==> config.mk <==
export PLATFORM = sky130hd
export DESIGN_NAME = if_id_queue
export DESIGN_NICKNAME = d
export VERILOG_FILES = /design/src/rtl/if_id_queue.sv
export SDC_FILE = /design/constraint.sdc
export NUM_CORES = 1
export LEC_CHECK = 0
export ABC_AREA = 1
export BUFFER_PORTS_ARGS = -buffer_cell sky130_fd_sc_hd__buf_2
export CAP_MARGIN = 10
export CELL_PAD_IN_SITES_DETAIL_PLACEMENT = 1
export CELL_PAD_IN_SITES_GLOBAL_PLACEMENT = 1
export CORE_UTILIZATION = 40
export CTS_CLUSTER_SIZE = 28
export DETAILED_ROUTE_END_ITERATION = 7
export PLACE_DENSITY = 0.77
export SYNTH_ARGS = -nofsm -noshare
export SYNTH_HDL_FRONTEND = slang
export SYNTH_SLANG_ARGS = --single-unit
==> constraint.sdc <==
create_clock -name clock -period 10.6 [get_ports clock]
set_input_delay 1.06 -clock clock [delete_from_list [all_inputs] [get_ports clock]]
set_output_delay 1.06 -clock clock [all_outputs]
set_load 0.01 [all_outputs]
==> src/rtl/if_id_queue.sv <==
// Fetch-to-decode decoupling FIFO with first-word-fall-through output.
// It flushes on a redirect and presents a canonical NOP to decode when empty.
module if_id_queue #(
   parameter int unsigned PC_SIZE  = 32,
   parameter int unsigned DEPTH    = 2,
   parameter logic [31:0] NOP_INST = 32'h00000013
) (
   input  logic                       clock,
   input  logic                       reset,
   input  logic                       in_valid,
   output logic                       in_ready,
   input  logic [PC_SIZE-1:0]         in_pc,
   input  logic [31:0]                in_instruction,
   input  logic                       flush,
   output logic                       out_valid,
   input  logic                       out_ready,
   output logic [PC_SIZE-1:0]         out_pc,
   output logic [31:0]                out_instruction,
   output logic [$clog2(DEPTH):0]     count
);

   localparam int unsigned PTR_W  = $clog2(DEPTH);
   localparam int unsigned CNT_W  = PTR_W + 1;
   localparam int unsigned INST_W = 32;

   logic [PTR_W-1:0]   wr_ptr_q, wr_ptr_d;
   logic [PTR_W-1:0]   rd_ptr_q, rd_ptr_d;
   logic [CNT_W-1:0]   count_q,  count_d;

   logic [PC_SIZE-1:0] pc_mem_q   [DEPTH];
   logic [PC_SIZE-1:0] pc_mem_d   [DEPTH];
   logic [INST_W-1:0]  inst_mem_q [DEPTH];
   logic [INST_W-1:0]  inst_mem_d [DEPTH];

   logic push;
   logic pop;

   // Handshake terms; in_ready looks only at registered occupancy, so a pop
   // in the same cycle as a full queue never opens a slot for a push.
   always_comb begin
      in_ready  = reset && (count_q < CNT_W'(DEPTH));
      out_valid = (count_q != '0);
      push      = in_valid && in_ready;
      pop       = out_valid && out_ready;
   end

   // Head read; empty queue presents a zero PC and the NOP word.
   always_comb begin
      out_pc          = '0;
      out_instruction = NOP_INST;
      if (out_valid) begin
         out_pc          = pc_mem_q[rd_ptr_q];
         out_instruction = inst_mem_q[rd_ptr_q];
      end
      count = count_q;
   end

   // Pointer and occupancy next-state; flush overrides any push or pop.
   always_comb begin
      wr_ptr_d = wr_ptr_q;
      rd_ptr_d = rd_ptr_q;
      count_d  = count_q;
      if (flush) begin
         wr_ptr_d = '0;
         rd_ptr_d = '0;
         count_d  = '0;
      end else begin
         if (push) begin
            wr_ptr_d = wr_ptr_q + PTR_W'(1);
         end
         if (pop) begin
            rd_ptr_d = rd_ptr_q + PTR_W'(1);
         end
         if (push && !pop) begin
            count_d = count_q + CNT_W'(1);
         end else if (pop && !push) begin
            count_d = count_q - CNT_W'(1);
         end
      end
   end

   // Storage next-state; a flushed push is dropped.
   always_comb begin
      pc_mem_d   = pc_mem_q;
      inst_mem_d = inst_mem_q;
      if (push && !flush) begin
         pc_mem_d[wr_ptr_q]   = in_pc;
         inst_mem_d[wr_ptr_q] = in_instruction;
      end
   end

   always_ff @(posedge clock or negedge reset) begin
      if (!reset) begin
         wr_ptr_q <= '0;
         rd_ptr_q <= '0;
         count_q  <= '0;
      end else begin
         wr_ptr_q <= wr_ptr_d;
         rd_ptr_q <= rd_ptr_d;
         count_q  <= count_d;
      end
   end

   // Payload storage carries no reset; only occupancy qualifies it.
   always_ff @(posedge clock) begin
      pc_mem_q   <= pc_mem_d;
      inst_mem_q <= inst_mem_d;
   end

endmodule

# --- Yosys cells after proc, flatten, opt, wreduce, memory -nomap -nowiden ---
# Index checks and enable logic that the tools add are counted.
# W data, S select, Z words.
word_totals:
  register_bits: 132
  inputBits: 69
  output_inout_bits: 68
  elab_cells: 50
classes:
  add_sub_neg: 4
  order_cmp: 4
  mux: 19
  bitwise_logic: 2
  n_reduce_logical: 14
op_table:
  columns: ["cell", "count"]
  rows:
  - ["$mux W32", 9]
  - ["$bwmux W64", 2]
  - ["$demux W32 S1", 1]
  - ["$logic_and A1 B1 Y1", 7]
  - ["$mux W2", 3]
  - ["$reduce_bool A2 Y1", 3]
  - ["$ge A2 B2 Y1 const B", 2]
  - ["$mux W1", 4]
  - ["$not A1 Y2", 2]
  - ["$logic_not A1 Y1", 3]
  - ["$reduce_bool A3 Y1", 1]
  - ["$add A1 B1 Y1 const B", 2]
  - ["$add A2 B1 Y2 const B", 1]
  - ["$lt A2 B1 Y1 const B", 1]
  - ["$lt A2 B2 Y1 const B", 1]
  - ["$sub A2 B1 Y2 const B", 1]

# --- Logic depth before layout (Yosys ltp) ---
depth:
  ltp_word: 8
  ltp_mapped: 9
  depth_no_buf: 9

# --- Worst setup path after synthesis ---
# OpenSTA, ideal clock, no wires.
synth_timing:
  kind: "input to register"
  start: "in in_valid"
  end: "reg inst_mem_q[32] in the netlist's numbering (enable)"
  setup_ns: 0.486
  t_arrival_ns: 3.978
  required_time_ns: 10.114
  setup_slack_ns: 6.135
  stages: 4
  path_buffers: 0
  path_cell_list: "inv_1 nor2_4 nand2_1 nor2_1"
synth_between:
  elab_chain_cells: 2
synth_lines:
  columns: ["item", "line_no", "text"]
  rows:
  - ["start, declared", "10", "input logic in_valid,"]
  - ["$logic_and A1 B1 Y1", "43", "push = in_valid && in_ready;"]
  - ["$logic_and A1 B1 Y1", "86", "if (push && !flush) begin"]
  - ["end signal, assigned", "107", "inst_mem_q <= inst_mem_d;"]
  - ["end, declared", "32", "logic [INST_W-1:0] inst_mem_q [DEPTH];"]
# Every way passes these cells.
# A chain may end at the register's enable or synchronous reset.

# --- Worst setup path in the final report ---
layout_timing:
  start: "reg rd_ptr_q"
  end: "out out_instruction[19]"
layout_between:
  elab_chain_cells: 5
layout_lines:
  columns: ["item", "line_no", "text"]
  rows:
  - ["start, declared", "27", "logic [PTR_W-1:0] rd_ptr_q, rd_ptr_d;"]
  - ["start signal, assigned", "99", "rd_ptr_q <= rd_ptr_d;"]
  - ["$not A1 Y2 (not written as such)", "53", "out_instruction = inst_mem_q[rd_ptr_q];"]
  - ["$mux W32 (not written as such) (3 in a row)", "53", null]
  - ["$mux W32", "51", "if (out_valid) begin"]
  - ["end, declared", "18", "output logic [31:0] out_instruction,"]
# Every way passes these cells. The select of a mux whose other input is x is not followed.

==> results.json <==
{
  "clock-skew-final_ps": 3.73,
  "core_area_mm2": 0.0121,
  "timing.critical_path.required_ps": 9540,
  "cts_htree_levels": 4,
  "reg2reg_depth": 6,
  "setup_viol": 0,
  "timing.final.crit_period_ps": 3310,
  "finalCritPeriodShare_pct": 31.3,
  "synth-compound-area-share_pct": 6.51,
  "dp_hpwl_um": 7360,
  "antenna_nets_post_route": 0,
  "drt_wl_total_um": 11500,
  "globalplace.congestion": 0.772,
  "setup_total_negative_slack_ps": 0,
  "track_usage_pct": 19.1,
  "seq_total_area_yosys_pct": 78.6,
  "wire_length_of_the_first_global_routing_pass_um": 18200,
  "number_of_antenna_violations_at_the_first_check_in_global_routing": 1,
  "cts_tree": "done",
  "crit_type": "register to output port",
  "power.share.switching_pct": 28.4,
  "detail_route.drc_violations": 0,
  "crit_path_start_kind": "register",
  "postSynthCellCount": 378,
  "max_cap_violations": 0,
  "timing.final.max_slew_violations": 0,
  "synth_seq_cells": 132,
  "post_cts_buffers": 0,
  "ios": 137,
  "rsz0062_at_grt": "false",
  "largest_net_degree_at_the_start_of_global_routing": 67,
  "placementRows": 40,
  "power.total_mw": 1.40,
  "comb_power_share_pct": 20.8,
  "ir_drop_v": 0.0000951,
  "crit_arrival_ps": 2250,
  "area_fraction_of_the_dominant_cell_type_after_synthesis_pct": 76.6,
  "post_synth_instance_area_mm2": 0.00502,
  "clock_sink_count": 132,
  "post_synth_fa_ha_maj_area_fraction_pct": 0,
  "cts_max_path_buffers": 2,
  "synth_simple_gate_area_share_pct": 12.5,
  "routed_via_count": 3387,
  "cts_buffers": 17,
  "nFillCells": 1311,
  "synth_top_family_by_area": "simple AND/OR/NAND/NOR gates",
  "chipWidth_um": 114,
  "hold_class": "input pin to asynchronous set/reset pin",
  "hold_viol": 0,
  "outcome": "complete, no violations",
  "postSynthAreaPerCell_um2": 13.3,
  "synth_area_leaders": "edfxtp_1 (77%), nand2_1 (11%), a21oi_1 (6.3%)",
  "p_leak_nw": 2.57,
  "die_area_mm2": 0.0130,
  "synth-xor-area-share_pct": 0,
  "clkTransAtPathRegs_ps": 50,
  "port_buffers": 136,
  "tightestPinTransition_ps": 1180,
  "p_per_area_mw_per_mm2": 220,
  "initial_core_util_pct": 41.4,
  "layout.nets": 586,
  "cell_internal_pwr_mw": 1.00,
  "max_clock_freq_mhz": 302,
  "seqPwrFrac_pct": 43.0,
  "worst_slew_margin_rel_pct": 21.1,
  "clock_latency_ps": 400,
  "cts_root_buf": "clkbuf_16",
  "detailedRoute.firstPassIterationCount": 4,
  "cts_resized": 0,
  "wl_per_cell_um": 16.5,
  "switchingPower_mw": 0.398,
  "grt_pass1_vias": 3660,
  "drt-initial-drc-count": 138,
  "ys_warn_count": 0,
  "timing.critical_path.fanout_max": 66,
  "power.share.clock_pct": 36.1,
  "yosys.cell_types.count": 17,
  "synth.area.mux_share_pct": 0,
  "synthesis.nets": 447,
  "worst_setup_path_end_kind": "output port",
  "post-route-util_pct": 52.6,
  "avgViaCountPerCell": 4.87,
  "die_y_um": 114,
  "grt.overflow.total": 0,
  "synth.largest_area_cell": "edfxtp_1",
  "layout-drive-gt1-share_pct": 33.6,
  "number_of_buffers_added_to_fix_hold_violations_after_cts": 0,
  "flow.area_growth_from_synthesis_pct": 26.9
}
registers in the layout, summed over array words and instances (netlist names):
name	cells
rd_ptr_q	1
wr_ptr_q	1
inst_mem_q	64
pc_mem_q	64
count	2
cell usage in the layout, fill, tap and decap left out, drive strengths merged:
cell    instances
clkbuf         21
inv             6
nor2            5
bufinv          1
o22ai           1
nand3           5
edfxtp        128
dfrtp           4
a21oi          63
nand2         145
buf           140
diode           1
clkinv          7
o21ai           1
stage by stage:
stage	hold WS (ps)	std cells	instance area, µm²	worst slack (ps)
after global routing	457	696	6370	7090
after global placement	541	666	5860	7420
after CTS	459	695	6360	7270
after floorplan	458	378	5020	6140
final	478	696	6370	7290
after detailed placement	547	666	5860	7360
power by group through the flow:
stage                     sequential [mW]  combinational [mW]  clock, mW
after floorplan                     0.613               0.173          0
after global placement              0.612               0.290          0
after detailed placement            0.614               0.297          0
after CTS                           0.603               0.298      0.517
after global routing                0.605               0.325      0.540
final                               0.603               0.292      0.507
worst paths after layout:
| path | startpoint | to | slack, ps |
|---|---|---|---|
| min in group clock | wr_ptr_q | wr_ptr_q | 590 |
| worst max register to register | count[1] | inst_mem_q[50] | 8060 |
| worst min register to register | wr_ptr_q | wr_ptr_q | 590 |
| worst min-delay path | reset | wr_ptr_q | 480 |
| max in group asynchronous | reset | rd_ptr_q | 9960 |
| worst max-delay path | rd_ptr_q | out_instruction[19] | 7290 |
worst max-delay path, stage by stage (launching register included):
cell	delay (ps)
dfrtp_2	400
inv_2	850
nand2_1	140
a21oi_1	240
buf_2	180
area by class of cell:
| class | instances | area [µm²] | area share, % |
|---|---|---|---|
| diodes | 1 | 2.50 | 0.0393 |
| multi-input cells | 220 | 972 | 15.3 |
| clock buffers | 21 | 440 | 6.92 |
| well taps | 168 | 210 | 3.30 |
| flip-flops and latches | 132 | 3950 | 62.0 |
| inverters | 6 | 22.5 | 0.354 |
| repair buffers | 140 | 711 | 11.2 |
| clock inverters | 8 | 63.8 | 1.00 |
kinds of logic after synthesis:
group,count (synthesis)
compound gates,65
buf+inv,26
flops,132
simple gates,155
routing by layer:
| metal | up-vias | GRT usage, % | part of all wire, % |
|---|---|---|---|
| met5 | - | 0 | 0 |
| met4 | 0 | 9.52 | 2.1 |
| met3 | 22 | 5.37 | 4.7 |
| met2 | 106 | 33.6 | 52 |
| met1 | 1656 | 21.3 | 41 |
| li1 | 1603 | - | - |
cells in the mapped netlist:
| master | number |
|---|---|
| a21oi_1 | 63 |
| buf_2 | 17 |
| buf_4 | 1 |
| clkbuf_1 | 2 |
| dfrtp_1 | 4 |
| edfxtp_1 | 128 |
| inv_1 | 4 |
| inv_2 | 2 |
| nand2_1 | 141 |
| nand2_2 | 1 |
| nand2_4 | 3 |
| nand3_1 | 5 |
| nor2_1 | 2 |
| nor2_2 | 2 |
| nor2_4 | 1 |
| o21ai_0 | 1 |
| o22ai_1 | 1 |
(Power assumes the default switching activity.)
